$ cat src/rtl/calendar_ctrl.sv
`default_nettype none
// ============================================================================
// Module   : calendar_ctrl
// Purpose  : Year/month/day/weekday keeper with button editing, auto-repeat,
//            blinking of the edited field and 7-segment/LED output drive.
// Revision : 1.0
// ============================================================================
module calendar_ctrl #(
    parameter int REPEAT_DIV = 40000,
    parameter int BLINK_DIV  = 500000,
    parameter int ACTIVE_ID  = 1,
    parameter int LEAP_EN    = 1
) (
    input  logic       clkBoard,
    input  logic       reset,
    input  logic [2:0] isUsing,
    input  logic       set,
    input  logic       up,
    input  logic       down,
    input  logic       day_tick,
    output logic [6:0] d1,
    output logic [6:0] d2,
    output logic [6:0] d3,
    output logic [6:0] d4,
    output logic [6:0] d5,
    output logic [6:0] d6,
    output logic [5:0] led,
    output logic [2:0] edit_state
);
    typedef enum logic [2:0] {
        ST_DISP  = 3'd0,
        ST_YEAR  = 3'd1,
        ST_MONTH = 3'd2,
        ST_DAY   = 3'd3,
        ST_WDAY  = 3'd4
    } state_t;

    localparam int RPT_W = $clog2(REPEAT_DIV + 1);
    localparam int BLK_W = $clog2(BLINK_DIV + 1);

    state_t           state_q, state_d;
    logic [6:0]       year_q, year_d;
    logic [3:0]       month_q, month_d;
    logic [4:0]       day_q, day_d;
    logic [2:0]       wday_q, wday_d;
    logic             set_q, up_q, down_q;
    logic [RPT_W-1:0] rpt_q, rpt_d;
    logic [BLK_W-1:0] blk_q, blk_d;
    logic             phase_q, phase_d;

    function automatic logic [4:0] dim(input logic [3:0] m, input logic [6:0] y);
        case (m)
            4'd2:                      dim = (LEAP_EN != 0 && y[1:0] == 2'd0) ? 5'd29 : 5'd28;
            4'd4, 4'd6, 4'd9, 4'd11:  dim = 5'd30;
            default:                   dim = 5'd31;
        endcase
    endfunction

    function automatic logic [6:0] seg(input logic [3:0] v);
        case (v)
            4'd0:    seg = 7'b1111110;
            4'd1:    seg = 7'b0110000;
            4'd2:    seg = 7'b1101101;
            4'd3:    seg = 7'b1111001;
            4'd4:    seg = 7'b0110011;
            4'd5:    seg = 7'b1011011;
            4'd6:    seg = 7'b1011111;
            4'd7:    seg = 7'b1110000;
            4'd8:    seg = 7'b1111111;
            default: seg = 7'b1111011;
        endcase
    endfunction

    function automatic logic [13:0] two_dig(input logic [6:0] v);
        two_dig = {seg(4'(v / 7'd10)), seg(4'(v % 7'd10))};
    endfunction

    logic w_in_use, w_set_rise, w_dir_up, w_dir_dn, w_rise, w_rpt_hit, w_step, w_blk_hit;
    logic [4:0] w_dim_cur;

    assign w_in_use   = (isUsing == 3'(ACTIVE_ID));
    assign w_set_rise = w_in_use & set & ~set_q;
    assign w_dir_up   = w_in_use & up & ~down;
    assign w_dir_dn   = w_in_use & down & ~up;
    assign w_rise     = (up & ~up_q) | (down & ~down_q);
    assign w_rpt_hit  = (rpt_q == RPT_W'(REPEAT_DIV - 1));
    assign w_step     = (w_dir_up | w_dir_dn) & (w_rise | w_rpt_hit);
    assign w_blk_hit  = (blk_q == BLK_W'(BLINK_DIV - 1));
    assign w_dim_cur  = dim(month_q, year_q);

    always_comb begin
        state_d = state_q;
        year_d  = year_q;
        month_d = month_q;
        day_d   = day_q;
        wday_d  = wday_q;
        rpt_d   = '0;
        blk_d   = w_blk_hit ? '0 : blk_q + 1'b1;
        phase_d = w_blk_hit ? ~phase_q : phase_q;

        if ((w_dir_up | w_dir_dn) && !(w_rise || w_rpt_hit))
            rpt_d = rpt_q + 1'b1;

        if (state_q == ST_DISP && day_tick) begin
            wday_d = (wday_q == 3'd6) ? 3'd0 : wday_q + 3'd1;
            if (day_q >= w_dim_cur) begin
                day_d = 5'd1;
                if (month_q == 4'd12) begin
                    month_d = 4'd1;
                    year_d  = (year_q == 7'd99) ? 7'd0 : year_q + 7'd1;
                end else begin
                    month_d = month_q + 4'd1;
                end
            end else begin
                day_d = day_q + 5'd1;
            end
        end

        if (w_step) begin
            case (state_q)
                ST_YEAR: begin
                    if (w_dir_up) year_d = (year_q == 7'd99) ? 7'd0 : year_q + 7'd1;
                    else          year_d = (year_q == 7'd0) ? 7'd99 : year_q - 7'd1;
                    if (day_q > dim(month_q, year_d)) day_d = dim(month_q, year_d);
                end
                ST_MONTH: begin
                    if (w_dir_up) month_d = (month_q == 4'd12) ? 4'd1 : month_q + 4'd1;
                    else          month_d = (month_q == 4'd1) ? 4'd12 : month_q - 4'd1;
                    if (day_q > dim(month_d, year_q)) day_d = dim(month_d, year_q);
                end
                ST_DAY: begin
                    if (w_dir_up) day_d = (day_q >= w_dim_cur) ? 5'd1 : day_q + 5'd1;
                    else          day_d = (day_q == 5'd1) ? w_dim_cur : day_q - 5'd1;
                end
                ST_WDAY: begin
                    if (w_dir_up) wday_d = (wday_q == 3'd6) ? 3'd0 : wday_q + 3'd1;
                    else          wday_d = (wday_q == 3'd0) ? 3'd6 : wday_q - 3'd1;
                end
                default: ;
            endcase
        end

        if (w_set_rise) begin
            case (state_q)
                ST_DISP:  state_d = ST_YEAR;
                ST_YEAR:  state_d = ST_MONTH;
                ST_MONTH: state_d = ST_DAY;
                ST_DAY:   state_d = ST_WDAY;
                default:  state_d = ST_DISP;
            endcase
        end
    end

    // Display image from the current fields; blanking hides only the edited field.
    logic [13:0] w_yy, w_mm, w_dd;
    logic [5:0]  w_led;
    logic        w_blank;

    assign w_blank = ~phase_q;

    always_comb begin
        w_yy = two_dig(year_q);
        w_mm = two_dig({3'b000, month_q});
        w_dd = two_dig({2'b00, day_q});
        case (wday_q)
            3'd0:    w_led = 6'b111111;
            3'd1:    w_led = 6'b100000;
            3'd2:    w_led = 6'b010000;
            3'd3:    w_led = 6'b001000;
            3'd4:    w_led = 6'b000100;
            3'd5:    w_led = 6'b000010;
            default: w_led = 6'b000001;
        endcase
        if (w_blank) begin
            case (state_q)
                ST_YEAR:  w_yy  = '0;
                ST_MONTH: w_mm  = '0;
                ST_DAY:   w_dd  = '0;
                ST_WDAY:  w_led = '0;
                default: ;
            endcase
        end
    end

    always_ff @(posedge clkBoard) begin
        if (reset) begin
            state_q    <= ST_DISP;
            year_q     <= 7'd0;
            month_q    <= 4'd1;
            day_q      <= 5'd1;
            wday_q     <= 3'd0;
            set_q      <= 1'b0;
            up_q       <= 1'b0;
            down_q     <= 1'b0;
            rpt_q      <= '0;
            blk_q      <= '0;
            phase_q    <= 1'b1;
            d1         <= 7'b1111110;
            d2         <= 7'b1111110;
            d3         <= 7'b1111110;
            d4         <= 7'b0110000;
            d5         <= 7'b1111110;
            d6         <= 7'b0110000;
            led        <= 6'b111111;
            edit_state <= 3'd0;
        end else begin
            state_q    <= state_d;
            year_q     <= year_d;
            month_q    <= month_d;
            day_q      <= day_d;
            wday_q     <= wday_d;
            set_q      <= set;
            up_q       <= up;
            down_q     <= down;
            rpt_q      <= rpt_d;
            blk_q      <= blk_d;
            phase_q    <= phase_d;
            {d1, d2}   <= w_yy;
            {d3, d4}   <= w_mm;
            {d5, d6}   <= w_dd;
            led        <= w_led;
            edit_state <= state_q;
        end
    end
endmodule
`default_nettype wire

$ cat config.mk
export PLATFORM = sky130hd
export DESIGN_NAME = calendar_ctrl
export DESIGN_NICKNAME = d
export VERILOG_FILES = /design/src/rtl/calendar_ctrl.sv
export SDC_FILE = /design/constraint.sdc
export NUM_CORES = 1
export LEC_CHECK = 0
export ABC_AREA = 1
export ABC_CLOCK_PERIOD_IN_PS = 3800
export CORE_MARGIN = 3
export CORE_UTILIZATION = 35
export CTS_CLUSTER_SIZE = 16
export DETAILED_ROUTE_END_ITERATION = 16
export HOLD_SLACK_MARGIN = 0.03
export PLACE_DENSITY = 0.63
export SYNTH_ARGS = -nofsm -noshare
export SYNTH_HDL_FRONTEND = slang
export SYNTH_SLANG_ARGS = --single-unit
$ cat constraint.sdc
create_clock -name clkBoard -period 3.8 [get_ports clkBoard]
set_clock_uncertainty 0.2 [all_clocks]
set_input_delay 0.76 -clock clkBoard [delete_from_list [all_inputs] [get_ports clkBoard]]
set_output_delay 0.76 -clock clkBoard [all_outputs]
set_load 0.02 [all_outputs]
# Yosys cells after proc, flatten, opt, wreduce, memory -nomap -nowiden
# Memory sizes are Yosys's and may differ from the RTL's.
# Cells that the tools add are included.
# Widths: inputs -> output; s select.
# classes
n_addsub	10
div	6
magnitude_cmp	3
n_eq_ne	27
n_mux	52
bitwise	19
n_reduce_logical	13
# op_table
operator	count
$mux 14	6
$mux 7	10
$mux 5	11
$mux 4	9
$pmux 6 s6	1
$eq 4x4->1 const B	5
$add 19x1->19 const B	1
$eq 19x19->1 const B	1
$mux 3	6
$add 16x1->16 const B	1
$eq 16x16->1 const B	1
$eq 4x3->1 const B	4
$pmux 5 s3	1
$eq 3x2->1 const B	4
$eq 3x3->1 const B	4
$mux 6	2
$pmux 3 s4	1
$gt 5x5->1	2
$pmux 5 s2	1
$and 1x1->1	9
$eq 3x1->1 const B	3
$eq 4x2->1 const B	2
$pmux 2 s2	2
$reduce_or 4->1	2
other kinds (28)	41
# totals
ff_bits	112
mem_bits_ro	672
input_bits	9
out_inout_bits	51
elab_cells	155
n_memories	6
# memory_table
name	words	width	read_ports	rd_ports_with_merged_regs	write_ports	line_no	rtl
(name not given)	16	7	1	0	0	60	case (v)
(name not given)	16	7	1	0	0	60	
(name not given)	16	7	1	0	0	60	
(name not given)	16	7	1	0	0	60	
(name not given)	16	7	1	0	0	60	
(name not given)	16	7	1	0	0	60	

# Depth between registers and ports, before layout
# logic_depth
ltp_word	15
mapped_depth	26
mapped_depth_nobuf	25

# Least setup slack after synthesis
# OpenSTA, ideal clock, no wires.
# synth_path
kind	input to register
startpoint	in isUsing[1]
endpoint	reg day_q[3]
setup_time_ns	0.116
arrival_time_ns	2.875
required_time_ns	3.484
setup_slack_ns	0.609
stages	16
n_path_buf	0
cell_sequence	nor3_2 nand3_1 o21ai_0 inv_1 nor3_1 a21oi_1 nand2_1 inv_1 ha_1 nand3_1 o211ai_1 inv_1 o21ai_0 nand4_1 o211ai_1 inv_1
# synth_via
elab_chain_len	15
word_cells_on_any_way	34
classes_between	2 x order compare; 6 x eq/ne; 18 x mux; 6 x bitwise; 2 x reduce/logical
# synth_lines
item	line_no	rtl
start: declaration	16	input logic [2:0] isUsing,
$eq 3x1->1 (*)	81	assign w_in_use = (isUsing == 3'(ACTIVE_ID));
$and 1x1->1 (2 in a row)	83	assign w_dir_up = w_in_use & up & ~down;
$mux 4 / $mux 7 (equally long branches)	127, 122	
$mux 4 / $mux 7 (equally long branches)	120	case (state_q)
$mux 4 / $mux 7 (equally long branches)	119	if (w_step) begin
$eq 4x3->1, or another cell as far along	52	case (m)
$reduce_or 4->1 / $mux 1 (equally long branches)	52, 53	
$pmux 2 s2	52	
$mux 5	120	
$mux 5	119	
$gt 5x5->1 (on tied branches)	129, 124	
$mux 5 (on tied branches)	129, 124	
$pmux 5 s3	120	
$mux 5 (*)	119	
end signal: assignment	210	day_q <= day_d;
end: declaration	44	logic [4:0] day_q, day_d;
# Mark *: on every way between the ends. The rest lies on a longest branch, timed or not. The select of a mux whose other input is x is not followed.
# A chain may end at the register's enable or synchronous reset.

# Worst setup path in the final report
# layout_path
startpoint	in isUsing[0]
endpoint	reg day_q[2]
# The elaborated chain is that of the path after synthesis.

==> run summary <==
- Final Max Slew Viols: 0
- crit-path cells: clkdlybuf4s50_1 > inv_1 > nor3_2 > nand3_1 > buf_4 > o21ai_0 > inv_1 > nor3_1 > a21oi_1 > nand2_1 > inv_1 > ha_1 > nand3_1 > o211ai_1 > inv_1 > o21ai_0 > nand3_1 > o211ai_1 > inv_1
- WL/cell: 12.0 µm
- class of the most critical hold timing path: flop to flop
- Antenna diodes: 0
- number of synthesized flops with an enable pin: 0
- number of instances in the synthesized netlist: 921
- predominant post-synthesis flop cell: dfxtp_1
- fin crit share: 90.4%
- Clock Path Buffers: 2
- H-tree depth: 3
- count of final hold-check violations: 0
- Peak VDD IR: 0.200 mV
- Crit path depth: 19
- cell with the most instances after synthesis: nand2_1
- reg2reg setup slack: 0.40 ns
- number of DRC markers after the initial detailed-route iteration: 294
- RSZ-0062 raised after global routing: no
- slowest CP cell: clkdlybuf4s50_1
- unique cell type count in the Yosys netlist: 55
- Final Routed Wirelength: 14600 µm
- category of the most critical setup path: primary input to flop
- hpwl dp: 11300 µm
- area grow syn2layout: 18.3%
- slew at the pin closest to its max-slew limit: 0.672 ns
- drt pass-1 iters: 4
- Final nets: 1059
- vias in the first global route: 5528
- r2r startpoint: year_q[6]$_SDFF_PP0_
- Die Y-Extent: 144 µm
- post-route worst hold slack: 0.250 ns
- Max Cap Violations: 0
- leakage power figure: 3.51 nW
- highest clock rate: 291 MHz
- Top cell by count, worst path: inv_1
- cell at the root of the clock tree: clkbuf_16
- clock tree from TritonCTS: yes
- number of clock buffers inserted by TritonCTS: 9
- family with the most delay on the worst path: buffers and inverters
- number of placement rows: 49
- number of remaining DRC errors: 0
- width of the die: 144 µm
- final core occ: 42.9%
- depth of the worst register-to-register path: 25
- number of routed nets with antenna violations: 0
- CP required: 3.85 ns
- most frequent cells after synthesis: nand2_1 (158), inv_1 (137), dfxtp_1 (106)
- global-route usage over all layers: 14.9%
- Via-to-Cell Ratio: 4.82
- Post-Place Cell Area: 7540 µm²
- total grt overflow: 0
- most area-consuming cells after synthesis: dfxtp_1 (32%), ha_1 (12%), nand2_1 (8.9%), inv_1 (7.7%), o21ai_0 (6.1%)
- Setup crit start kind: primary input
- DIE AREA: 20700 µm²
- average cell area after synthesis: 7.22 µm²
- sink count of the clock tree: 106
- fraction of synthesized cell area taken by the top area cell type: 31.9%
- Worst Path Arrival: 3.48 ns
- post-synthesis register bit count: 106
- worst-path fanout max: 12
- capture point of the worst reg-to-reg path: d2[3]$_SDFF_PP1_
- pin count of the biggest net entering global routing: 22
- relative slew slack: 54.8%
- effective utilization at floorplan: 36.3%
- fraction of final layout cells sized beyond drive strength 1: 9.47%
- post-synth design cell area: 6650 µm²
- port bufs: 58
- endpoints failing setup: 0
- Total Negative Setup Slacks: 0 ns
- Pwr Density: 319 nW/µm²
- Floorplan Core Area: 18300 µm²
- CP Launch Point: isUsing[0]
- end of the critical path: day_q[2]$_SDFF_PP0_
- total number of vias: 5893
- proportion of register bits with asynchronous set or reset after synthesis: 0%
- Yosys Warn Count: 0
- Syn Nets: 992
- kind of end point of the critical path: flop
- Yosys top cell by area: dfxtp_1
- source-to-sink clock delay at the later pin of the worst-skew pair: 0.36 ns
- Post-Layout Inst Area: 7860 µm²
- Slowest Stage Delay on Critical Path: 0.45 ns
- wire length of the first global-routing pass: 25400 µm
- fraction of the yosys area taken by sequential cells: 31.9%
- fill cell count: 1855
- Buf+Inv Stages, Crit Path: 7
- num ports: 60
- status: completed
- Min Clock Period, post-route: 3.44 ns
- clock-pin slew of the registers on the worst-case setup and hold paths: 0.07 ns
- routability congestion estimate from global placement: 0.889
- antenna violations before repair: 0
- non-filler cells in the finished layout: 1222
- Inst Count DP: 1205
[worst register-to-register path: cells and delay by family, from the launching register on]
family | cells | cell delay [ns]
AND/OR/NAND/NOR | 16 | 1.42
flip-flops | 1 | 0.60
buffers and inverters | 6 | 0.46
adder cells (fa/ha/maj) | 2 | 0.46
XOR/XNOR | 1 | 0.16
[routing by layer]
| layer | vias to the layer above | GRT usage, % | wire [µm] |
|---|---|---|---|
| li1 | 3127 | - | - |
| met1 | 2667 | 18.6 | 6920 |
| met2 | 72 | 24.9 | 6900 |
| met3 | 27 | 2.40 | 352 |
| met4 | 0 | 7.38 | 446 |
| met5 | - | 0 | 0 |
[layout by cell type (no fill, tap or decap), types with 4 or more instances in the layout]
master,instances
a21oi_1,44
a31oi_1,7
buf_4,21
clkbuf_16,9
clkdlybuf4s50_1,58
dfxtp_1,106
ha_1,62
inv_1,137
inv_2,11
nand2_1,157
nand2_2,10
nand2_4,5
nand3_1,52
nand3_4,5
nand4_1,5
nor2_1,89
nor3_1,16
nor3b_1,8
o211ai_1,14
o21a_1,4
o21ai_0,81
o22ai_1,6
or2_2,9
xnor2_1,4
xor2_1,20
[area by class of cell]
cell class | count | area [µm²] | share of cell area, %
multi-input cells | 644 | 3860 | 49.1
flip-flops and latches | 106 | 2120 | 27.0
repair buffers | 79 | 738 | 9.39
inverters | 148 | 556 | 7.06
well taps | 229 | 287 | 3.64
clock buffers | 10 | 239 | 3.04
clock inverters | 6 | 65.1 | 0.827
[power by group]
part           switching [mW]  leakage, nW  internal (mW)
logic                   0.220         2.50          0.152
clock network           0.428        0.149          0.530
registers              0.0226        0.862           1.15
[repair_timing]
item	4_1_cts	5_1_grt
resized for setup	0	2
buffers inserted	0	1
hold buffers	0	0
setup endpoints to repair	0	4
[sequential cells by signal (all words and copies together) (netlist names), 7 cells and up]
signal / flops
year_q: 7
d4: 7
rpt_q: 16
d1: 7
d2: 7
blk_q: 19
d6: 7
[through the flow]
| step | setup WS [ns] | power [mW] |
|---|---|---|
| global route | 0.0741 | 2.64 |
| finish | 0.364 | 2.51 |
| global placement | 0.0716 | 1.56 |
| detailed placement | -0.0450 | 1.57 |
| floorplan | 0.609 | 1.44 |
| CTS | 0.343 | 2.54 |
[worst min-delay path by stage]
stage                              from                   to  slack [ns]  cells past startpoint
floorplan           blk_q[0]$_SDFF_PP0_  blk_q[0]$_SDFF_PP0_        0.22                      1
global placement    blk_q[0]$_SDFF_PP0_  blk_q[0]$_SDFF_PP0_        0.23                      1
detailed placement  rpt_q[0]$_SDFF_PP0_  rpt_q[0]$_SDFF_PP0_        0.24                      1
CTS                 blk_q[0]$_SDFF_PP0_  blk_q[0]$_SDFF_PP0_        0.25                      1
global route        rpt_q[0]$_SDFF_PP0_  rpt_q[0]$_SDFF_PP0_        0.27                      1
finish              blk_q[0]$_SDFF_PP0_  blk_q[0]$_SDFF_PP0_        0.25                      1
[cells by family (layout without fill, tap and decap cells)]
kind of cell | Yosys count | in the layout | share of synthesized area (%)
and+or+nand+nor | 372 | 372 | 26.4
xor gates and xnor gates | 27 | 27 | 3.78
muxes | 1 | 1 | 0.151
other | 1 | 1 | 0.0564
adders and majority gates | 62 | 62 | 11.7
DFF | 106 | 106 | 31.9
AOI/OAI and AO/OA | 181 | 181 | 15.8
buffers and inverters | 171 | 243 | 10.2
(Power assumes the default switching activity.)
